[src/rtl/grid_board_drawer.sv]
// Draws one of BOARDS square-cell game grids into the VGA frame buffer, one pixel per cycle:
// either a whole board (grid lines plus fill) or the interior of a single cell.
module grid_board_drawer #(
  parameter int ORIGIN_X      = 4,
  parameter int ORIGIN_Y      = 90,
  parameter int CELL          = 12,
  parameter int GAP           = 2,
  parameter int COLS          = 10,
  parameter int ROWS          = 10,
  parameter int BOARDS        = 2,
  parameter int BOARD_SPACING = 26
) (
  input  logic       clk,
  input  logic       rst,
  input  logic       start,
  input  logic       mode,
  input  logic [1:0] board_sel,
  input  logic [3:0] cell_col,
  input  logic [3:0] cell_row,
  input  logic [2:0] fill_colour,
  input  logic [2:0] grid_colour,
  output logic       busy,
  output logic       done,
  output logic       done_err,
  output logic [8:0] vga_x,
  output logic [7:0] vga_y,
  output logic [2:0] vga_colour,
  output logic       vga_plot
);

  localparam int P      = CELL + GAP;
  localparam int W      = COLS * P + GAP;
  localparam int H      = ROWS * P + GAP;
  localparam int STRIDE = W + BOARD_SPACING;
  localparam int LAST_X = ORIGIN_X + (BOARDS - 1) * STRIDE + W - 1;
  localparam int LAST_Y = ORIGIN_Y + H - 1;

  localparam logic [8:0] GAP_X    = 9'(GAP);
  localparam logic [7:0] GAP_Y    = 8'(GAP);
  localparam logic [8:0] PM1_X    = 9'(P - 1);
  localparam logic [7:0] PM1_Y    = 8'(P - 1);
  localparam logic [8:0] W_LAST   = 9'(W - 1);
  localparam logic [7:0] H_LAST   = 8'(H - 1);
  localparam logic [8:0] CELL_LX  = 9'(CELL - 1);
  localparam logic [7:0] CELL_LY  = 8'(CELL - 1);

  generate
    if (LAST_X > 319 || LAST_Y > 239) begin : g_geometry_check
      $fatal(1, "grid_board_drawer: board geometry exceeds the 320x240 frame");
    end
  endgenerate

  typedef enum logic [1:0] {IDLE, SCAN, DONE} state_t;

  state_t     state, state_d;
  logic       mode_q, mode_d;
  logic [2:0] fill_q, fill_d, grid_q, grid_d;
  logic [8:0] base_x, base_x_d, span_lx, span_lx_d, cnt_x, cnt_x_d, mod_x, mod_x_d;
  logic [7:0] base_y, base_y_d, span_ly, span_ly_d, cnt_y, cnt_y_d, mod_y, mod_y_d;
  logic       last_q, last_d, err_q, err_d;
  logic       busy_d, done_d, done_err_d, plot_d;
  logic [8:0] vga_x_d;
  logic [7:0] vga_y_d;
  logic [2:0] colour_d;
  logic       req_bad;

  // mod_x/mod_y track (lx mod P, ly mod P) so grid lines need no divider
  always_comb begin
    state_d    = state;
    mode_d     = mode_q;
    fill_d     = fill_q;
    grid_d     = grid_q;
    base_x_d   = base_x;
    base_y_d   = base_y;
    span_lx_d  = span_lx;
    span_ly_d  = span_ly;
    cnt_x_d    = cnt_x;
    cnt_y_d    = cnt_y;
    mod_x_d    = mod_x;
    mod_y_d    = mod_y;
    last_d     = last_q;
    err_d      = err_q;
    busy_d     = busy;
    done_d     = done;
    done_err_d = done_err;
    plot_d     = 1'b0;
    vga_x_d    = vga_x;
    vga_y_d    = vga_y;
    colour_d   = vga_colour;
    req_bad    = (int'(board_sel) >= BOARDS) ||
                 (mode && ((int'(cell_col) >= COLS) || (int'(cell_row) >= ROWS)));

    case (state)
      IDLE: begin
        busy_d     = 1'b0;
        done_d     = 1'b0;
        done_err_d = 1'b0;
        if (start) begin
          mode_d    = mode;
          fill_d    = fill_colour;
          grid_d    = grid_colour;
          base_x_d  = 9'(ORIGIN_X + int'(board_sel) * STRIDE +
                         (mode ? GAP + int'(cell_col) * P : 0));
          base_y_d  = 8'(ORIGIN_Y + (mode ? GAP + int'(cell_row) * P : 0));
          span_lx_d = mode ? CELL_LX : W_LAST;
          span_ly_d = mode ? CELL_LY : H_LAST;
          cnt_x_d   = '0;
          cnt_y_d   = '0;
          mod_x_d   = '0;
          mod_y_d   = '0;
          last_d    = 1'b0;
          err_d     = req_bad;
          if (req_bad) begin
            state_d = DONE;
          end else begin
            busy_d  = 1'b1;
            state_d = SCAN;
          end
        end
      end

      SCAN: begin
        if (!start) begin
          busy_d  = 1'b0;
          state_d = IDLE;
        end else if (last_q) begin
          busy_d     = 1'b0;
          done_d     = 1'b1;
          done_err_d = 1'b0;
          state_d    = DONE;
        end else begin
          plot_d   = 1'b1;
          vga_x_d  = base_x + cnt_x;
          vga_y_d  = base_y + cnt_y;
          colour_d = (!mode_q && (mod_x < GAP_X || mod_y < GAP_Y)) ? grid_q : fill_q;
          if (cnt_x == span_lx) begin
            cnt_x_d = '0;
            mod_x_d = '0;
            if (cnt_y == span_ly) begin
              last_d = 1'b1;
            end else begin
              cnt_y_d = cnt_y + 8'd1;
              mod_y_d = (mod_y == PM1_Y) ? '0 : mod_y + 8'd1;
            end
          end else begin
            cnt_x_d = cnt_x + 9'd1;
            mod_x_d = (mod_x == PM1_X) ? '0 : mod_x + 9'd1;
          end
        end
      end

      DONE: begin
        if (start) begin
          done_d     = 1'b1;
          done_err_d = err_q;
        end else begin
          done_d     = 1'b0;
          done_err_d = 1'b0;
          state_d    = IDLE;
        end
      end

      default: state_d = IDLE;
    endcase
  end

  always_ff @(posedge clk or posedge rst) begin
    if (rst) begin
      state      <= IDLE;
      mode_q     <= 1'b0;
      fill_q     <= '0;
      grid_q     <= '0;
      base_x     <= '0;
      base_y     <= '0;
      span_lx    <= '0;
      span_ly    <= '0;
      cnt_x      <= '0;
      cnt_y      <= '0;
      mod_x      <= '0;
      mod_y      <= '0;
      last_q     <= 1'b0;
      err_q      <= 1'b0;
      busy       <= 1'b0;
      done       <= 1'b0;
      done_err   <= 1'b0;
      vga_plot   <= 1'b0;
      vga_x      <= '0;
      vga_y      <= '0;
      vga_colour <= '0;
    end else begin
      state      <= state_d;
      mode_q     <= mode_d;
      fill_q     <= fill_d;
      grid_q     <= grid_d;
      base_x     <= base_x_d;
      base_y     <= base_y_d;
      span_lx    <= span_lx_d;
      span_ly    <= span_ly_d;
      cnt_x      <= cnt_x_d;
      cnt_y      <= cnt_y_d;
      mod_x      <= mod_x_d;
      mod_y      <= mod_y_d;
      last_q     <= last_d;
      err_q      <= err_d;
      busy       <= busy_d;
      done       <= done_d;
      done_err   <= done_err_d;
      vga_plot   <= plot_d;
      vga_x      <= vga_x_d;
      vga_y      <= vga_y_d;
      vga_colour <= colour_d;
    end
  end

endmodule
[config.mk]
export PLATFORM = sky130hd
export DESIGN_NAME = grid_board_drawer
export DESIGN_NICKNAME = d
export VERILOG_FILES = /design/src/rtl/grid_board_drawer.sv
export SDC_FILE = /design/constraint.sdc
export NUM_CORES = 1
export LEC_CHECK = 0
export CAP_MARGIN = 20
export CORE_MARGIN = 2
export CORE_UTILIZATION = 53
export CTS_CLUSTER_DIAMETER = 80
export DETAILED_ROUTE_END_ITERATION = 6
export GPL_TIMING_DRIVEN = 0
export HOLD_SLACK_MARGIN = 0.05
export MAX_ROUTING_LAYER = met4
export PLACE_DENSITY_LB_ADDON = 0.3
export SLEW_MARGIN = 0
export SYNTH_ARGS = -nofsm -noshare
export SYNTH_HDL_FRONTEND = slang
export SYNTH_SLANG_ARGS = --single-unit
[constraint.sdc]
create_clock -name clk -period 2.6 [get_ports clk]
set_input_delay 0.52 -clock clk [delete_from_list [all_inputs] [get_ports clk]]
set_output_delay 0.52 -clock clk [all_outputs]
set_load 0.05 [all_outputs]
==> summary.md <==
| Metric | Value |
|---|---|
| Nets | `753` |
| Max-slew headroom | `0.541` |
| Placed wire-length estimate | `~9600 um` |
| Sequential Area | `roughly 0.0022 mm^2` |
| Die area | `0.0114 mm^2` |
| Finished Layout Cells | `814` |
| CP Capture Type | `flip-flop` |
| Most common cell after layout, fill and taps aside | `dfrtp_1` |
| Seq/Total Area, Yosys | `0.386` |
| Crit path kind | `input pin to flip-flop` |
| Area leader, netlist | `dfrtp_1` |
| FP Rows | `37` |
| RSZ-0062 raised after global routing | `yes` |
| Main combinational cell family by area after synthesis | `simple AND/OR/NAND/NOR gates` |
| ANT nets after route | `0` |
| Routed vias | `4547` |
| Inserted Diodes | `0` |
| Synth area leaders | `dfrtp_1, ha_1, nand2_1` |
| Total power | `approximately 0.0057 W` |
| Mux cell area share after synthesis | `0.0276` |
| Critical Path, Cell by Cell | `buf_8 -> buf_6 -> fa_1 -> inv_2 -> fa_2 -> xnor2_2 -> nor3b_4 -> xnor2_1 -> nor2_1 -> ha_1 -> o21ai_2 -> o21bai_1 -> a21oi_1 -> xor3_1 -> mux2_2` |
| Critical path required time | `2850 ps` |
| Syn. warnings | `0` |
| Netlist cell types | `63` |
| # setup viols final | `7` |
| Mapped Nets | `just under 700` |
| Routed WL | `between 10000 and 15000 um` |
| Reg2reg start | `cnt_y[1]` |
| Clock buffer depth | `2` |
| Placed Cells | `783` |
| Hold WC Path Type | `input pin to asynchronous set/reset pin` |
| DP Area | `~0.0062 mm^2` |
| Post-synthesis sequential element count | `86` |
| CP Max Fanout | `3` |
| Initial Util | `0.543` |
| Least-Margin Pin Slew | `689 ps` |
| Die Height | `roughly 110 um` |
| Largest delay contributor family on the critical path | `adder cells` |
| Compound-Gate Fraction of Synth Area | `0.141` |
| Mean post-synth cell area | `9.26 um^2` |
| Final period util | `1.29` |
| Worst hold slack | `461 ps` |
| Cell Pwr Density | `851 mW/mm^2` |
| Min Tclk post-route | `about 3400 ps` |
| Drc violations | `0` |
| Max Transition Viols Final | `0` |
| Crit path DAT | `between 3000 and 4000 ps` |
| Pre-antenna DRT Iters | `4` |
| Synth Area in Simple Gates | `0.186` |
| Post-synth EDFFs | `0` |
| Gate Count Post-Synth | `602` |
| Htree depth | `3` |
| DR iter-0 viols | `280` |
| Slowest CP cell | `fa_1` |
| Critical Path Start Type | `input pin` |
| Core ar. | `between 0.01 and 0.015 mm^2` |
| First-pass GRT wire length | `22000 um` |
| TritonCTS clock tree | `built` |
| Post-Syn Area | `0.00558 mm^2` |
| Clock transition at the registers of the reported paths | `about 90 ps` |
| Crit path largest cell delay | `580 ps` |
| CTS Root Cell | `clkbuf_8` |
| Initial antenna violation count | `0` |
| Commonest cells after routing, fill and taps aside | `dfrtp_1, nand2_1, o21ai_0` |
| Die width | `107 um` |
| Final setup margin | `-763 ps` |
| RD Place Congestion | `roughly 0.85` |
| Leak Pwr | `~3.0 nW` |
| Area of the multi-input gates | `around 0.0033 mm^2` |
| # IOs | `between 40 and 50` |
| Area growth, synth to finish | `19.2%` |
| Violations in the final reports | `setup timing` |
| Fill count | `850` |
| Total GRT Usage | `0.249` |
| Bufs and invs on worst path | `3` |
| CP startpoint | `cell_col[1]` |
| Avg WL per Cell | `between 15 and 20 um` |
| Maximum vdd ir drop | `~450 uV` |
| CTS buffer count | `9` |
| Post-Synth Adder-Cell Area | `0.149` |
| Pin count of the biggest net entering global routing | `39` |
| Cts hold-fix bufs | `0` |
| Final instance area | `0.00665 mm^2` |
| Prevailing post-synth register cell | `dfrtp_1` |
| Top cell type's share of synthesized area | `0.386` |
| Via density | `5.59` |
| Number of I/O port buffers | `43` |
| Outcome | `finished with violations` |
| Max capacitance violation total | `0` |
| Post-synthesis xor/xnor area fraction | `0.0718` |
| Layout cell share with drive strength beyond 1 | `0.131` |
| TNS Setup | `-2740 ps` |
| Hold Violations, Final | `0` |
| Clk Latency, worst-skew pair | `between 300 and 400 ps` |
| Clk_skew | `between 8 and 9 ps` |
| Grt total ovfl | `0` |
| CTS sink cnt | `between 80 and 90` |
| Fmax | `297 MHz` |
| FFs w/ async S/R, synth | `1.00` |
| Vias in the first global route | `4715` |
repair_timing:
item / in CTS / in global routing
setup endpoints to repair: 10 / 18
cloned: 0 / 0
resized for setup: 59 / 18
setup buffers: 12 / 5
pin swaps: 15 / 9
metal layers:
metal | track usage | vias up | part of all wire
met5 | - | - | 0
met4 | 0.0955 | 0 | 0.019
met3 | 0.0231 | 21 | 0.030
met2 | 0.425 | 88 | 0.52
met1 | 0.308 | 2206 | 0.44
li1 | - | 2232 | -
Yosys cell counts, types with 4 or more instances:
cell	n
dfrtp_1	86
nand2_1	75
o21ai_0	54
ha_1	49
nor2_1	43
inv_1	40
a21oi_1	27
xor2_1	27
nand3_1	22
xnor2_1	16
clkbuf_1	11
fa_1	11
mux2_2	11
nor2b_1	11
nand4_1	10
and3_1	9
nor3_1	9
o31ai_1	8
a21o_1	7
o21a_1	7
or3_1	6
nand2b_1	4
nor4_1	4
metrics by stage:
stage	setup slack, ps	util
global placement	-1700	0.603
global route	-873	0.647
detailed placement	-1780	0.607
finish	-763	0.647
CTS	-728	0.640
floorplan	-910	-
where the power goes:
part | leakage [nW] | switching, W | internal [W] | total (W)
Sequential | 1.12 | 0.000308 | 0.00172 | 0.00203
Combinational | 1.82 | 0.00168 | 0.00103 | 0.00271
Clock | 0.0883 | 0.000481 | 0.000441 | 0.000922
Total | 3.03 | 0.00247 | 0.00319 | 0.00566
sequential cells by signal, summed over array words and instances (netlist names), 2 cells and up:
register / count
span_ly: 3
vga_colour: 3
fill_q: 3
vga_y: 8
cnt_y: 8
mod_y: 8
cnt_x: 9
state: 2
mod_x: 9
vga_x: 9
grid_q: 3
base_x: 8
base_y: 7
worst register-to-register path, stage by stage, from the launching register on:
cell and delay, ps:
dfrtp_1 490, ha_1 230, inv_1 50, fa_1 390, nor2b_1 130, o21ai_0 110
a21oi_1 220, o21a_1 160, nor3_1 50, or3b_2 430
kinds of logic after synthesis:
group | after synthesis
and+or+nand+nor | 213
AOI/OAI and AO/OA | 129
DFF | 86
adders and majority gates | 60
buffers and inverters | 56
xor gates and xnor gates | 44
muxes | 14
worst paths after layout:
kind / cells past startpoint / slack [ps] / endpoint
setup reg to reg: 9 / 220 / vga_y[7]
min in group clk: 2 / 490 / vga_y[1]
hold / removal: 2 / 460 / mod_y[2]
max in group asynchronous: 4 / 1410 / cnt_y[3]
hold reg to reg: 2 / 490 / vga_y[1]
setup / recovery: 15 / -760 / base_x[8]
final cells by class:
type	count	share of cell area
repair buffers	60	0.0885
clock inverters	6	0.00941
multi-input cells	460	0.500
clock buffers	10	0.0192
well taps	136	0.0256
plain buffers	14	0.00847
inverters	42	0.0254
flip-flops and latches	86	0.324
No activity file was read; power rests on OpenSTA's default activity.
